===== src/rtl/nexys_starship_monitor.sv =====
// Play-session monitor for Nexys Starship.
// Watches play_flag from the game FSM, keeps a BCD session timer and a lives
// counter fed by collision hits, and raises game_over once lives run out.
// Timer and lives freeze when a session ends so the end screen can show them.
module nexys_starship_monitor #(
  parameter int TICK_DIV      = 100000000,
  parameter int LIVES         = 3,
  parameter int INVULN_CYCLES = 50000000
) (
  input  logic        Clk,
  input  logic        Reset,
  input  logic        play_flag,
  input  logic        hit,
  output logic        game_over,
  output logic [1:0]  lives,
  output logic [15:0] timer_bcd,
  output logic        sec_tick,
  output logic        invuln
);

  localparam int PRE_W = $clog2((TICK_DIV > 1) ? TICK_DIV : 2);
  localparam int INV_W = $clog2((INVULN_CYCLES > 1) ? INVULN_CYCLES : 2);
  localparam logic [PRE_W-1:0] PRE_LAST  = PRE_W'(TICK_DIV - 1);
  localparam logic [INV_W-1:0] INV_LOAD  = INV_W'(INVULN_CYCLES - 1);
  localparam logic [1:0]       LIVES_INIT = 2'(LIVES);

  typedef enum logic [1:0] {
    IDLE = 2'd0,
    RUN  = 2'd1,
    OVER = 2'd2
  } state_t;

  state_t           state;
  state_t           next_state;
  logic [PRE_W-1:0] prescaler;
  logic [INV_W-1:0] inv_cnt;

  logic start;
  logic tick;
  logic hit_ok;

  // Saturating BCD increment: ripple a carry through the four digits, hold at 9999.
  function automatic logic [15:0] bcd_inc(input logic [15:0] v);
    logic [15:0] r;
    logic        carry;
    r     = v;
    carry = 1'b1;
    if (v != 16'h9999) begin
      for (int i = 0; i < 4; i++) begin
        if (carry) begin
          if (r[4*i +: 4] == 4'd9) begin
            r[4*i +: 4] = 4'd0;
          end else begin
            r[4*i +: 4] = r[4*i +: 4] + 4'd1;
            carry       = 1'b0;
          end
        end
      end
    end
    return r;
  endfunction

  // Session state register.
  always_ff @(posedge Clk or negedge Reset) begin
    if (!Reset) begin
      state <= IDLE;
    end else begin
      state <= next_state;
    end
  end

  // Next-state decode plus the per-cycle strobes that steer the datapath.
  always_comb begin
    next_state = state;
    start      = 1'b0;
    tick       = 1'b0;
    hit_ok     = 1'b0;
    case (state)
      IDLE: begin
        if (play_flag) begin
          next_state = RUN;
          start      = 1'b1;
        end
      end
      RUN: begin
        if (!play_flag) begin
          next_state = IDLE;
        end else begin
          tick   = (prescaler == PRE_LAST);
          hit_ok = hit && !invuln;
          if (hit_ok && (lives <= 2'd1)) begin
            next_state = OVER;
          end
        end
      end
      OVER: begin
        if (!play_flag) begin
          next_state = IDLE;
        end
      end
      default: next_state = IDLE;
    endcase
  end

  // Timer, lives, invulnerability window and game_over bookkeeping.
  always_ff @(posedge Clk or negedge Reset) begin
    if (!Reset) begin
      prescaler <= '0;
      inv_cnt   <= '0;
      timer_bcd <= 16'h0000;
      lives     <= 2'd0;
      game_over <= 1'b0;
      sec_tick  <= 1'b0;
      invuln    <= 1'b0;
    end else begin
      sec_tick <= 1'b0;
      case (state)
        IDLE: begin
          if (start) begin
            prescaler <= '0;
            inv_cnt   <= '0;
            timer_bcd <= 16'h0000;
            lives     <= LIVES_INIT;
            game_over <= 1'b0;
            invuln    <= 1'b0;
          end
        end
        RUN: begin
          if (play_flag) begin
            if (tick) begin
              prescaler <= '0;
              sec_tick  <= 1'b1;
              timer_bcd <= bcd_inc(timer_bcd);
            end else begin
              prescaler <= prescaler + PRE_W'(1);
            end
            if (invuln) begin
              if (inv_cnt == '0) begin
                invuln <= 1'b0;
              end else begin
                inv_cnt <= inv_cnt - INV_W'(1);
              end
            end
            if (hit_ok) begin
              if (lives > 2'd1) begin
                lives <= lives - 2'd1;
                if (INVULN_CYCLES > 0) begin
                  invuln  <= 1'b1;
                  inv_cnt <= INV_LOAD;
                end
              end else begin
                lives     <= 2'd0;
                game_over <= 1'b1;
                invuln    <= 1'b0;
              end
            end
          end
        end
        OVER: begin
          invuln <= 1'b0;
          if (!play_flag) begin
            game_over <= 1'b0;
          end
        end
        default: begin
          game_over <= 1'b0;
        end
      endcase
    end
  end

endmodule


===== config.mk =====
export PLATFORM = sky130hd
export DESIGN_NAME = nexys_starship_monitor
export DESIGN_NICKNAME = d
export VERILOG_FILES = /design/src/rtl/nexys_starship_monitor.sv
export SDC_FILE = /design/constraint.sdc
export NUM_CORES = 1
export LEC_CHECK = 0
export CORE_UTILIZATION = 35
export DETAILED_ROUTE_END_ITERATION = 6
export RECOVER_POWER = 25
export SYNTH_ARGS = -nofsm -noshare
export SYNTH_HDL_FRONTEND = slang
export SYNTH_SLANG_ARGS = --single-unit

===== constraint.sdc =====
create_clock -name Clk -period 2.8 [get_ports Clk]
set_input_delay 0.84 -clock Clk [delete_from_list [all_inputs] [get_ports Clk]]
set_output_delay 0.84 -clock Clk [all_outputs]
set_load 0.05 [all_outputs]

* Word level (Yosys, flattened, before mapping)
Cells that the tools add are included.
W data, S select, Z words.
** Cells by class
- Add/subtract/negate cells :: 7
- Equality and inequality tests :: 20
- Order comparisons :: 2
- Reductions and logical operators :: 16
- Muxes and demuxes :: 71
** Operator list (number)
- $mux W26 :: 6
- $mux W27 :: 3
- $mux W16 :: 4
- $pmux W27 S2 :: 1
- $pmux W26 S2 :: 1
- $mux W1 :: 36
- $pmux W16 S2 :: 1
- $mux W4 :: 7
- $add A27 B1 Y27 const B :: 1
- $eq A27 B27 Y1 const B :: 1
- $logic_not A26 Y1 :: 1
- $sub A26 B1 Y26 const B :: 1
- $ne A2 B2 Y1 const B :: 11
- $reduce_and A6 Y1 :: 3
- $add A4 B1 Y4 const B :: 4
- $eq A4 B4 Y1 const B :: 4
- $mux W2 :: 8
- $ne A16 B16 Y1 const B :: 1
- $reduce_and A5 Y1 :: 2
- $reduce_and A3 Y1 :: 3
- $pmux W1 S3 :: 2
- $pmux W2 S3 :: 1
- $pmux W2 S2 :: 1
- $reduce_and A4 Y1 :: 1
- 11 further kinds :: 12
** Storage, ports and cells
- Input port bits :: 4
- Flip-flop bits (word level) :: 76
- Word-level logic and storage cells :: 127
- Output and inout bits :: 21

* Longest topological paths before layout
- Depth in word-level cells :: 21
- Gate-level depth with buffers :: 9
- Mapped depth without buffers :: 7

* Least setup slack after synthesis
Ideal clock, no wire load.
- Path kind :: in2reg
- Start point :: input port play_flag
- End point :: register prescaler[14]
- Buffers on the path :: 1
- Path slack :: 0.251 ns
- Stages :: 6
- Setup time :: 0.087 ns
- Arrival time :: 2.462 ns
- Data required time :: 2.713 ns
- Cells stage by stage :: clkbuf_1 -> nand2b_1 -> or4_1 -> or2_2 -> or4_1 -> o211ai_1
** On the way
- Word-level cells in the longest chain between the ends :: 5
- Elaborated cells on any way between the ends :: 10
- Classes of those cells :: eq/ne (2); mux (7); reduce/logical (1)
** RTL lines
- start: declaration :: RTL line 12 : input logic play_flag,
- $mux W1 :: RTL line 86 : if (!play_flag) begin
- $mux W1 :: RTL line 78 : case (state)
- $mux W27 :: RTL line 130 : if (tick) begin
- $mux W27 :: RTL line 129 : if (play_flag) begin
- $pmux W27 S2 :: RTL line 117 : case (state)
- end signal: assignment :: RTL line 135 : prescaler <= prescaler + PRE_W'(1);
- end: declaration :: RTL line 35 : logic [PRE_W-1:0] prescaler;
Parallel ways exist; a longest one is shown, timed or not. The select of a mux whose other input is x is not followed.
A chain may end at the register's enable or synchronous reset.

* Worst setup path after layout
- Start point :: input port play_flag
- End point :: register timer_bcd[13]
** On the way
- Word-level cells in the longest chain between the ends :: 4
- Elaborated cells on any way between the ends :: 8
- Classes of those cells :: eq/ne (3); mux (4); reduce/logical (1)
** RTL lines
- $mux W1, on equally long branches :: RTL line 86, 80
- $mux W1 :: RTL line 78
- $ne A2 B2 Y1 (no source line)
- $reduce_and A6 Y1 (no source line) *
- end signal: assignment :: RTL line 133 : timer_bcd <= bcd_inc(timer_bcd);
- end: declaration :: RTL line 16 : output logic [15:0] timer_bcd,
Every way passes the cells marked *; elsewhere a longest branch is shown, timed or not.

==> results.md <==
- Largest net degree at the start of global routing: 53
- Root Driver: clkbuf_16
- Worst EP required: 3.00 ns
- Post-CTS Setup Repair Bufs: 0
- P_sw: 0.00193 W
- Total Power Consumption: 0.00489 W
- Via density: 5.74
- Power Density: 899 nW/µm²
- Ant. Diodes: 0
- Post-synthesis instance total: 512
- Worst reg-to-reg path cell count: 5
- Worst Path Arrival: 2.78 ns
- Row Count: 41
- Pre-antenna DRT Iters: 5
- TritonCTS Buffers: 9
- DPL Wire Length: 7830 µm
- Clock sink count: 76
- Vias in the first global route: 4087
- Setup Skew: 0.00297 ns
- Max-slew headroom: 0.311
- First-pass GRT wire length: 20000 µm
- Type of origin of the critical path: input port
- Post_cts resized: 0
- Port buffer count: 24
- DR WL/cell: 16.0 µm
- P_int: 0.00296 W
- DRC Markers: 0
- Max cap viols: 0
- Final max-slew violation count: 0
- Ports: 25
- Ys Warns: 0
- Hold Path Class: register to register
- Asr flop ratio synth: 1.00
- Number of synthesized flops with an enable pin: 0
- Synth unique cells: 60
- WHS Path Cells: 1
- Drt first-iter violations: 201
- Longest Clk Path Bufs: 2
- H-Tree Depth: 3
- Initial antenna violation count: 0
- Maximum VDD drop: 0.000423 V
- Tightest Pin Transition: 1.03 ns
- Placeable Area: 12600 µm²
- Final Hold Vio Count: 0
- Worst setup EP type: register
- Setup WS post-layout: 0.217 ns
- Grt ovf: 0
- Syn_nets: 526
- Die footprint: 13400 µm²
- Final min period: 2.58 ns
- Clock slew at reported path FFs: 0.06 ns
- Status: finished clean
- Synth Cell Area: 4540 µm²
- Clock latency on the worst-skew pair: 0.33 ns
- Antenna viol nets, final: 0
- Seq pwr share: 0.325
- Hold_ws: 0.523 ns
- Final Core Density: 0.431
- Final Setup Violations: 0
- CTS tree: yes
- Final Cycle Share: 0.923
- Clock Power Share: 0.280
- CP max FO: 15
- RePlAce Congestion: 0.797
- Fillcell total: 1278
- Die width: 116 µm
- Mapped Avg Cell Area: 8.86 µm²
- Register area share after synthesis: 0.419
- Kind of critical path: input port to register
- Gr usage total: 0.191
- Vias: 4136
- Ys flop type: dfrtp_1
- Die Y-Extent: 116 µm
- LEAKAGE: 2.20 nW
- Unrepaired setup endpoints after global routing: false
- Nets@finish: 558
- Switching Share: 0.394
- Combinational Power Share: 0.394
- Yosys reg bits: 76
- CTS hold repair buffers: 0
- Setup slack at placement: -0.105 ns
- Layout cell share with drive strength beyond 1: 0.111
- Area delta synth->final: 19.9%
- Fmax: 0.387 GHz
- Initial Utilization: 0.359
- WL final: 11600 µm
-- power by group through the flow --
stage | clock network, W | registers [W] | logic [W]
floorplan | 0 | 0.00180 | 0.00116
global placement | 0 | 0.00159 | 0.00187
detailed placement | 0 | 0.00160 | 0.00192
CTS | 0.00140 | 0.00158 | 0.00193
global route | 0.00144 | 0.00163 | 0.00213
finish | 0.00137 | 0.00159 | 0.00193
-- per-stage QoR --
stage	cell area [µm²]	TNS [ns]	std cells
2_1_floorplan	4540	0	512
3_3_place_gp	5100	-0.259	705
3_5_place_dp	5100	-0.673	705
4_1_cts	5460	0	721
5_1_grt	5440	0	721
6_report	5440	0	721
-- Yosys cell counts, types with 3 or more instances --
| cell type | number | area, µm² |
|---|---|---|
| xnor2_1 | 10 | 87.6 |
| a2bb2oi_1 | 4 | 35.0 |
| and3_1 | 8 | 50.1 |
| a21oi_1 | 17 | 85.1 |
| o211ai_1 | 9 | 67.6 |
| a31oi_1 | 13 | 81.3 |
| o31ai_1 | 5 | 37.5 |
| nand2_1 | 32 | 120 |
| o2bb2ai_1 | 3 | 26.3 |
| a21o_1 | 6 | 45.0 |
| or3_1 | 11 | 68.8 |
| nor4b_1 | 5 | 43.8 |
| inv_1 | 20 | 75.1 |
| o2111ai_1 | 3 | 26.3 |
| o21ai_0 | 38 | 190 |
| o22ai_1 | 3 | 18.8 |
| o41ai_1 | 6 | 52.6 |
| nor2_1 | 43 | 161 |
| nor2b_1 | 6 | 37.5 |
| nor3_1 | 31 | 155 |
| nand2b_1 | 7 | 43.8 |
| o21a_1 | 8 | 60.1 |
| nand3_1 | 19 | 95.1 |
| nand4_1 | 14 | 87.6 |
| a211oi_1 | 4 | 30.0 |
| buf_2 | 3 | 15.0 |
| and3b_1 | 4 | 35.0 |
| nor4_1 | 9 | 56.3 |
| buf_1 | 3 | 11.3 |
| or4_1 | 12 | 90.1 |
| clkbuf_1 | 24 | 90.1 |
| nand3b_1 | 4 | 30.0 |
| ha_1 | 10 | 125 |
| mux2_2 | 7 | 78.8 |
| xor2_1 | 3 | 26.3 |
| dfrtp_1 | 76 | 1900 |
-- critical path, stage by stage --
cell and delay [ns]:
clkdlybuf4s50_1 0.54, nor4bb_1 0.24, nand4_1 0.15, o21a_1 0.27, buf_4 0.22, nor4b_1 0.37, o22ai_1 0.15
-- routing by layer --
metal / routed length [µm] / global-route usage / vias up
li1: - / - / 1972
met1: 5380 / 0.239 / 2092
met2: 5760 / 0.330 / 64
met3: 339 / 0.0455 / 8
met4: 88 / 0.0479 / 0
met5: 0 / 0 / -
-- flip-flops by register name (all words and copies together) (netlist names) --
signal / count
game_over: 1
invuln: 1
inv_cnt: 26
lives: 2
sec_tick: 1
prescaler: 27
timer_bcd: 16
state: 2
-- placed cells by master, fill, tap and decap left out, types with 10 or more instances in the layout --
cell / count
a21oi_1: 17
a31oi_1: 13
buf_4: 26
clkdlybuf4s50_1: 23
dfrtp_1: 76
ha_1: 10
inv_1: 20
nand2_1: 32
nand3_1: 19
nand4_1: 14
nor2_1: 43
nor3_1: 31
o21ai_0: 38
or3_1: 11
or4_1: 12
xnor2_1: 10
-- path summary, 6_finish.rpt --
check                               from  slack (ns)            end
setup / recovery               play_flag        0.22  timer_bcd[13]
hold / removal             prescaler[26]        0.52  prescaler[26]
setup reg to reg              inv_cnt[5]        0.25     inv_cnt[2]
hold reg to reg            prescaler[26]        0.52  prescaler[26]
max in group asynchronous          Reset        0.59     inv_cnt[2]
min in group asynchronous          Reset        0.66    inv_cnt[10]
-- cell type report --
cell class | count | area (µm²) | area share
Clock buffer | 12 | 256 | 0.0472
Clock inverter | 4 | 95.1 | 0.0175
Inverter | 20 | 75.1 | 0.0138
Multi-Input combinational cell | 385 | 2440 | 0.448
Sequential cell | 76 | 1900 | 0.350
Tap cell | 172 | 215 | 0.0396
Timing Repair Buffer | 52 | 455 | 0.0838
-- cells by family after synthesis --
family                     Yosys count  share of synthesized area
and+or+nand+nor                    219                      0.266
AOI/OAI and AO/OA                  136                      0.199
DFF                                 76                      0.419
buffers and inverters               51                     0.0447
xor gates and xnor gates            13                     0.0251
adders and majority gates           10                     0.0276
muxes                                7                     0.0174
No activity file was read; power rests on OpenSTA's default activity.
